## src/rtl/membrane_ctrl.sv

```systemverilog
// Membrane type sequencer: debounced cycle/freeze buttons step NONE->MAGENTA->RED->BLUE
// through a frame-aligned settle window with the membrane dropped.

module membrane_debounce #(
  parameter int unsigned DEBOUNCE_CYCLES = 1_000_000
) (
  input  logic clk,
  input  logic reset,
  input  logic btn_i,
  output logic press_o
);
  localparam logic [23:0] DB_LAST = 24'(DEBOUNCE_CYCLES - 1);

  logic [1:0]  sync_q;
  logic [23:0] cnt_q, cnt_d;
  logic        acc_q, acc_d, acc_dly_q;

  // Count consecutive samples that disagree with the accepted level; any agreement restarts.
  always_comb begin
    cnt_d = '0;
    acc_d = acc_q;
    if (sync_q[1] != acc_q) begin
      if (cnt_q == DB_LAST) acc_d = sync_q[1];
      else                  cnt_d = cnt_q + 24'd1;
    end
  end

  always_ff @(posedge clk or posedge reset) begin
    if (reset) begin
      sync_q    <= '0;
      cnt_q     <= '0;
      acc_q     <= 1'b0;
      acc_dly_q <= 1'b0;
    end else begin
      sync_q    <= {sync_q[0], btn_i};
      cnt_q     <= cnt_d;
      acc_q     <= acc_d;
      acc_dly_q <= acc_q;
    end
  end

  assign press_o = acc_q & ~acc_dly_q;
endmodule

module membrane_ctrl #(
  parameter int unsigned DEBOUNCE_CYCLES = 1_000_000,
  parameter int unsigned SETTLE_FRAMES   = 30
) (
  input  logic clk,
  input  logic reset,
  input  logic frame,
  input  logic btnC,
  input  logic btnU,
  output logic no_membrane,
  output logic magenta_membrane,
  output logic red_membrane,
  output logic blue_membrane,
  output logic membrane_on,
  output logic freeze,
  output logic busy
);
  localparam logic [7:0] ST_LAST = 8'(SETTLE_FRAMES - 1);

  typedef enum logic {IDLE, DROP} state_e;

  state_e     state_q, state_d;
  logic [1:0] type_q, type_d, next_q, next_d;
  logic [7:0] cnt_q, cnt_d;
  logic       on_q, on_d, frz_q, frz_d;
  logic       cyc_pend_q, cyc_pend_d, frz_pend_q, frz_pend_d;
  logic [1:0] press;
  logic       cyc_eff, frz_eff, frz_new, enter, done;

  // press[0] = cycle button, press[1] = freeze button
  membrane_debounce #(.DEBOUNCE_CYCLES(DEBOUNCE_CYCLES)) u_db [1:0] (
    .clk    (clk),
    .reset  (reset),
    .btn_i  ({btnU, btnC}),
    .press_o(press)
  );

  // A press coinciding with a frame is consumed on that frame; freeze resolves first.
  always_comb begin
    cyc_eff = cyc_pend_q | press[0];
    frz_eff = frz_pend_q | press[1];
    frz_new = frz_q ^ frz_eff;
    enter   = frame && (state_q == IDLE) && cyc_eff && !frz_new;
    done    = frame && (state_q == DROP) && !frz_new && (cnt_q == ST_LAST);
  end

  always_ff @(posedge clk or posedge reset) begin
    if (reset) state_q <= IDLE;
    else       state_q <= state_d;
  end

  always_comb begin
    state_d = state_q;
    case (state_q)
      IDLE:    if (enter) state_d = DROP;
      DROP:    if (done)  state_d = IDLE;
      default: state_d = IDLE;
    endcase
  end

  always_comb begin
    cyc_pend_d = cyc_eff;
    frz_pend_d = frz_eff;
    frz_d      = frz_q;
    type_d     = type_q;
    next_d     = next_q;
    on_d       = on_q;
    cnt_d      = cnt_q;
    if (frame) begin
      frz_pend_d = 1'b0;
      frz_d      = frz_new;
      if (enter) begin
        next_d     = type_q + 2'd1;
        on_d       = 1'b0;
        cnt_d      = '0;
        cyc_pend_d = 1'b0;
      end else if (done) begin
        type_d = next_q;
        on_d   = (next_q != 2'd0);
      end else if (state_q == DROP && !frz_new) begin
        cnt_d = cnt_q + 8'd1;
      end
    end
  end

  always_ff @(posedge clk or posedge reset) begin
    if (reset) begin
      type_q     <= 2'd0;
      next_q     <= 2'd0;
      cnt_q      <= '0;
      on_q       <= 1'b0;
      frz_q      <= 1'b0;
      cyc_pend_q <= 1'b0;
      frz_pend_q <= 1'b0;
    end else begin
      type_q     <= type_d;
      next_q     <= next_d;
      cnt_q      <= cnt_d;
      on_q       <= on_d;
      frz_q      <= frz_d;
      cyc_pend_q <= cyc_pend_d;
      frz_pend_q <= frz_pend_d;
    end
  end

  always_comb begin
    no_membrane      = (type_q == 2'd0);
    magenta_membrane = (type_q == 2'd1);
    red_membrane     = (type_q == 2'd2);
    blue_membrane    = (type_q == 2'd3);
    membrane_on      = on_q;
    freeze           = frz_q;
    busy             = (state_q == DROP);
  end
endmodule

```

## config.mk

```make
export PLATFORM = sky130hd
export DESIGN_NAME = membrane_ctrl
export DESIGN_NICKNAME = d
export VERILOG_FILES = /design/src/rtl/membrane_ctrl.sv
export SDC_FILE = /design/constraint.sdc
export NUM_CORES = 1
export LEC_CHECK = 0
export ABC_CLOCK_PERIOD_IN_PS = 2700
export CELL_PAD_IN_SITES_DETAIL_PLACEMENT = 1
export CELL_PAD_IN_SITES_GLOBAL_PLACEMENT = 1
export CORE_AREA = 2 2 91 93
export DETAILED_ROUTE_END_ITERATION = 16
export DIE_AREA = 0 0 93 95
export GPL_TIMING_DRIVEN = 0
export PLACE_DENSITY = 0.77
export SETUP_SLACK_MARGIN = 0.2
export SLEW_MARGIN = 10
export SYNTH_ARGS = -nofsm -noshare
export SYNTH_HDL_FRONTEND = slang
export SYNTH_HIERARCHICAL = 1
export SYNTH_SLANG_ARGS = --single-unit
```

## constraint.sdc

```tcl
create_clock -name clk -period 2.7 [get_ports clk]
set_input_delay 0.54 -clock clk [delete_from_list [all_inputs] [get_ports clk]]
set_output_delay 0.54 -clock clk [all_outputs]
set_load 0.02 [all_outputs]
```

==> impl_metrics.ini <==
[logic_synthesis]
synth_top_area_frac = 0.495
yosys_warnings = 6
synth_fp_nets = 392
synth_edf_count = 0
yosysSeqAreaShare = 0.495
yosys.area.top_type = dfrtp_1
synth_cells = 379
syn_avg_cell_area_um2 = 9.73
yosys-top-cells-area = dfrtp_1 50%, nor2_1 3.9%, xor2_1 3.8%
synth_cell_types = 44
ys_ff_latch = 73
synth-async-reset-ratio = 1.00
ys.flop_type = dfrtp_1
synthesis.area_um2 = 3690

[route]
routed_via_density = 5.68
vias = 2902
drt-pass1-iter-count = 4
drc_errors = 0
postRouteAntennaNets = 0
wl_um = 8450
initialDrtViolationCount = 98
wire_per_inst_um = 16.5

[sta]
relSlewSlack = 0.295
finalSetupViolations = 0
drv_slew = 0
hold_viol = 0
finalSetupTns_ps = 0
fmax_mhz = 449
worst_slew_pin_slew_ps = 1060
period_share = 0.826
finClkSkew_ps = 11.9
rsz0062_at_grt = no
finalCriticalPeriod_ps = 2230

[clock_tree]
clock_sinks = 73
cts_buffers = 9
clk_root_buffer_cell = clkbuf_8
clk_pin_slew_ps = 80
cts_tree = built
insertion_delay_ps = 350
cts_max_level = 3
clock_path_buffers = 2

[status]
status = finished clean

[layout]
nNetsFinal = 414
num_antenna_cells = 0
areaGrowthSynthToFinish_pct = 12.0
layout_common_cells = 73 x dfrtp_1, 38 x nor2_1, 31 x nand2_1
drive_above_1_share = 0.113
final_common_cell = dfrtp_1
stdcell_count = 511
fill_cells = 923

[global_route]
grt-ovfl-total = 0
track_usage = 0.201
grt_max_degree = 29
grt_pass1_wl_um = 14000
grt_pass1_vias = 2965
antenna_found_initial = 0

[die]
die_y_um = 95
core_area_um2 = 7930
ios = 12
initial_core_util = 0.465
dieArea_um2 = 8840
rows = 33
die_w_um = 93

[placement]
portBuffers = 11
place_inst = 495
hpwl_um = 6150
gp_congestion = 0.782

[critical_path]
critical_path_class = input pin to register
cp-end-kind = register
critPathRequiredTime_ps = 2950
crit_arrival_ps = 2480
cp_max_fo = 10
start_kind = input pin

[job]
cap_violations = 0

[pwr]
p_leak_uw = 0.00177
irDropWorstVdd_uv = 273
power_density_nw_per_um2 = 558

[hold_path]
hp-class = register to register
worst paths after layout:
path	from	endpoint	slack [ps]	cells past startpoint
max	frame	membrane_on	470	6
min	u_db[1]/sync_q[0]	u_db[1]/sync_q[1]	350	0
min reg2reg	u_db[1]/sync_q[0]	u_db[1]/sync_q[1]	350	0
max reg2reg	cnt_q[1]	membrane_on	540	7
min in group asynchronous	reset	next_q[0]	700	2
max in group asynchronous	reset	u_db[0]/cnt_q[14]	1190	2
sequential cells by signal, indices dropped and copies added (netlist names), 2 cells and up:
name and flops:
u_db/cnt_q 48, u_db/sync_q 4, u_db/acc_q 2, u_db/acc_dly_q 2
next_q 2, cnt_q 8, type_q 2
cell usage after synthesis, types with 2 or more instances:
cell and number:
a21o_1 3, a21oi_1 20, a21oi_2 7, a31oi_1 2, and2_1 4, and3_1 12, and4_1 3, and4_2 2
buf_2 8, clkbuf_1 3, dfrtp_1 73, ha_1 8, inv_1 11, mux2_2 3, nand2_1 31, nand2b_1 2
nand3_1 18, nand4_1 15, nand4_2 2, nand4b_1 2, nand4bb_1 2, nor2_1 38, nor2b_1 4, nor3_1 6
nor4_1 4, nor4b_1 2, o21ai_0 24, o21ai_1 2, o31ai_1 8, or2_2 2, or3_1 17, or4_1 6
xnor2_1 9, xor2_1 16
power breakdown:
| part | switching, uW | internal (uW) | leakage [uW] |
|---|---|---|---|
| clock network | 422 | 427 | 0.000103 |
| logic | 136 | 96.1 | 0.000684 |
| registers | 73.3 | 1150 | 0.000981 |
| total | 631 | 1670 | 0.00177 |
area by class of cell:
| cell class | instances | area, um^2 | area share |
|---|---|---|---|
| sequential | 73 | 1830 | 0.442 |
| multi-input combinational | 283 | 1770 | 0.428 |
| tap | 105 | 131 | 0.0318 |
| clock buffer | 9 | 124 | 0.0300 |
| timing repair buffer | 11 | 110 | 0.0267 |
| clock inverter | 7 | 71.3 | 0.0173 |
| buffer | 12 | 58.8 | 0.0142 |
| inverter | 11 | 41.3 | 0.0100 |
cells by family (layout without fill, tap and decap cells):
| family | after synthesis | in the layout | synth area share |
|---|---|---|---|
| multiplexers | 4 | 4 | 0.0119 |
| AND/OR/NAND/NOR | 175 | 175 | 0.259 |
| adder cells (fa/ha/maj) | 8 | 8 | 0.0271 |
| XOR/XNOR | 25 | 25 | 0.0594 |
| AO/OA/AOI/OAI | 71 | 71 | 0.120 |
| buffers and inverters | 23 | 50 | 0.0271 |
| flip-flops | 73 | 73 | 0.495 |
critical path, cell delays in order:
cell and delay (ps):
clkdlybuf4s50_1 470, clkbuf_1 370, nand4b_1 400, a21oi_2 380, nor2_1 70, a211oi_1 250
per-layer routing:
metal  part of all wire  GRT usage
met1               0.47      0.256
met2               0.50      0.354
met5                  0          0
met4              0.011     0.0711
met3              0.019     0.0263
through the flow:
step | cell area (um^2) | hold slack, ps | setup slack [ps] | total power, uW | util
after floorplan | 3690 | 331 | 806 | 1390 | -
after global placement | 3930 | 336 | 170 | 1460 | 0.496
after detailed placement | 3930 | 337 | 93.5 | 1480 | 0.496
after CTS | 4130 | 358 | 444 | 2340 | 0.520
after global routing | 4130 | 353 | 237 | 2410 | 0.521
final | 4130 | 354 | 471 | 2300 | 0.521
repair_timing:
item,in CTS,in global routing
hold endpoints to repair,0,0
resized for setup,0,1
setup buffers,0,0
endpoints found under the setup margin,0,3
hold buffers,0,0
Power figures use the tool's default switching activity.
==> variant (same settings) <==
Compare `cnt_q` against `ST_LAST` with >= in place of ==.
--- a/src/rtl/membrane_ctrl.sv
+++ b/src/rtl/membrane_ctrl.sv
@@ -85,7 +85,7 @@
     frz_eff = frz_pend_q | press[1];
     frz_new = frz_q ^ frz_eff;
     enter   = frame && (state_q == IDLE) && cyc_eff && !frz_new;
-    done    = frame && (state_q == DROP) && !frz_new && (cnt_q == ST_LAST);
+    done    = frame && (state_q == DROP) && !frz_new && (cnt_q >= ST_LAST);
   end
 
   always_ff @(posedge clk or posedge reset) begin
Behaviour: no difference found for any inputs over 10 cycles, from zero or initial values and one cycle with reset high; that may be too few to reach the edited logic, so the function may still have changed.
==> variant against the unedited design <==
- critical path depth unchanged
- sequential cell count unchanged
- setup slack worse by 7.9 ps
- wire length fell by 4.7%
- total power rose by 11%
- non-clock buffer count up 2
- area after synthesis is 1.1% lower
- first-iteration DRC count shrank 12%
- cell area is 0.82% lower
==> variant: results (changes against the unedited design) <==
======================================================================================
Worst stage delay on the critical path ..................................       610 ps   +140 ps
Status ..................................................................    completed
Clock skew ..............................................................      11.7 ps   -0.236 ps
Layout cells sized above 1 ..............................................        10.7%   -0.64 points
Post-synthesis adder-cell area fraction .................................        3.09%   +0.37 points
Final period utilization ................................................        82.8%   +0.29 points
Top area cells in the synthesized netlist ............................... sky130_fd_sc_hd__dfrtp_1 50%, sky130_fd_sc_hd__xor2_1 3.8%, sky130_fd_sc_hd__ha_1 3.1%, sky130_fd_sc_hd__nor2_1 3.1%, sky130_fd_sc_hd__or3_1 3.1%
Cell count after placement ..............................................          482   -2.6%
Mux cell area share after synthesis .....................................        2.19%   +1.0 points
Unique cell type count in the Yosys netlist .............................           43   -2.3%
Met3 routed wirelength ..................................................       161 µm   -1.8%
Detail Route met2 WL ....................................................      4.13 mm   -2.3%
Post-detail-place hpwl ..................................................      5.75 mm   -6.6%
Weighted congestion reported at the end of routability-driven placement .        0.773   -1.1%
VDD IR-drop max .........................................................   0.000257 V   -5.7%
CP max-delay cell ....................................................... sky130_fd_sc_hd__o31ai_1
Mean number of vias per cell ............................................         5.68   about the same
Fin nets ................................................................          402   -2.9%
Placed standard-cell area ...............................................     3890 µm²   -1.0%
Met1 routed wirelength after detailed routing ...........................      3.63 mm   -8.3%
DR iter-0 viols .........................................................           86   -12%
Crit path max-delay family .............................................. compound AO/OA/AOI/OAI gates
Sequential fraction of the synthesis area ...............................        50.1%   +0.54 points
Fill cells ..............................................................          917   -0.65%
Max transition margin ...................................................        27.5%   -2.0 points
Compound-gate portion of the synthesized area ...........................        10.5%   -1.5 points
Mapped Cells ............................................................          366   -3.4%
GRT Resource Usage Total ................................................        20.0%   -0.12 points
Net switching fraction of the power .....................................        28.7%   +1.3 points
Wire length per cell ....................................................      16.2 µm   -2.2%
Worst Setup Slack post-DPL ..............................................       239 ps   +146 ps
LEAKAGE .................................................................   0.00176 µW   -0.64%
======================================================================================
## variant: cell count changes after synthesis, sizes merged, moves of 3 or more
cell	unedited run	this run
a21o	3	0
nand2	32	28
a211oi	3	0
o21ai	26	22
a21oi	27	24
nor2	38	30
## variant: power by group through the flow
| stage | Clock (µW) | Sequential, µW | Combinational [µW] |
|---|---|---|---|
| after global routing | 970 | 1290 | 450 |
| after global placement | 0 | 1280 | 385 |
| final | 889 | 1270 | 402 |
| after detailed placement | 0 | 1290 | 410 |
| after CTS | 917 | 1270 | 411 |
| after floorplan | 0 | 1280 | 255 |
## variant: area by class of cell
class,instances,area [µm²],share of cell area (%)
buffer,14,71.3,1.74
tap,105,131,3.21
inverter,12,45.0,1.10
sequential,73,1830,44.6
timing repair buffer,11,110,2.69
clock inverter,4,51.3,1.25
clock buffer,12,155,3.79
multi-input combinational,267,1710,41.6
## variant: final timing paths
check | from | endpoint | slack (ps) | cells past startpoint
worst min register to register | u_db[1]/sync_q[0]$_DFF_PP0_ | u_db[1]/sync_q[1]$_DFF_PP0_ | 360 | 0
worst min-delay path | u_db[1]/sync_q[0]$_DFF_PP0_ | u_db[1]/sync_q[1]$_DFF_PP0_ | 360 | 0
min in group asynchronous | reset | frz_pend_q$_DFF_PP0_ | 640 | 2
max in group asynchronous | reset | u_db[0]/cnt_q[9]$_DFF_PP0_ | 1210 | 2
worst max-delay path | u_db[0]/cnt_q[0]$_DFF_PP0_ | u_db[0]/cnt_q[4]$_DFF_PP0_ | 460 | 6
worst max register to register | u_db[0]/cnt_q[0]$_DFF_PP0_ | u_db[0]/cnt_q[4]$_DFF_PP0_ | 460 | 6
## variant: metal layers
metal / up-vias / global-route usage (%)
met5: - / 0
met4: 0 / 9.07
met3: 9 / 3.75
met2: 25 / 35.0
met1: 1440 / 24.1
li1: 1356 / -
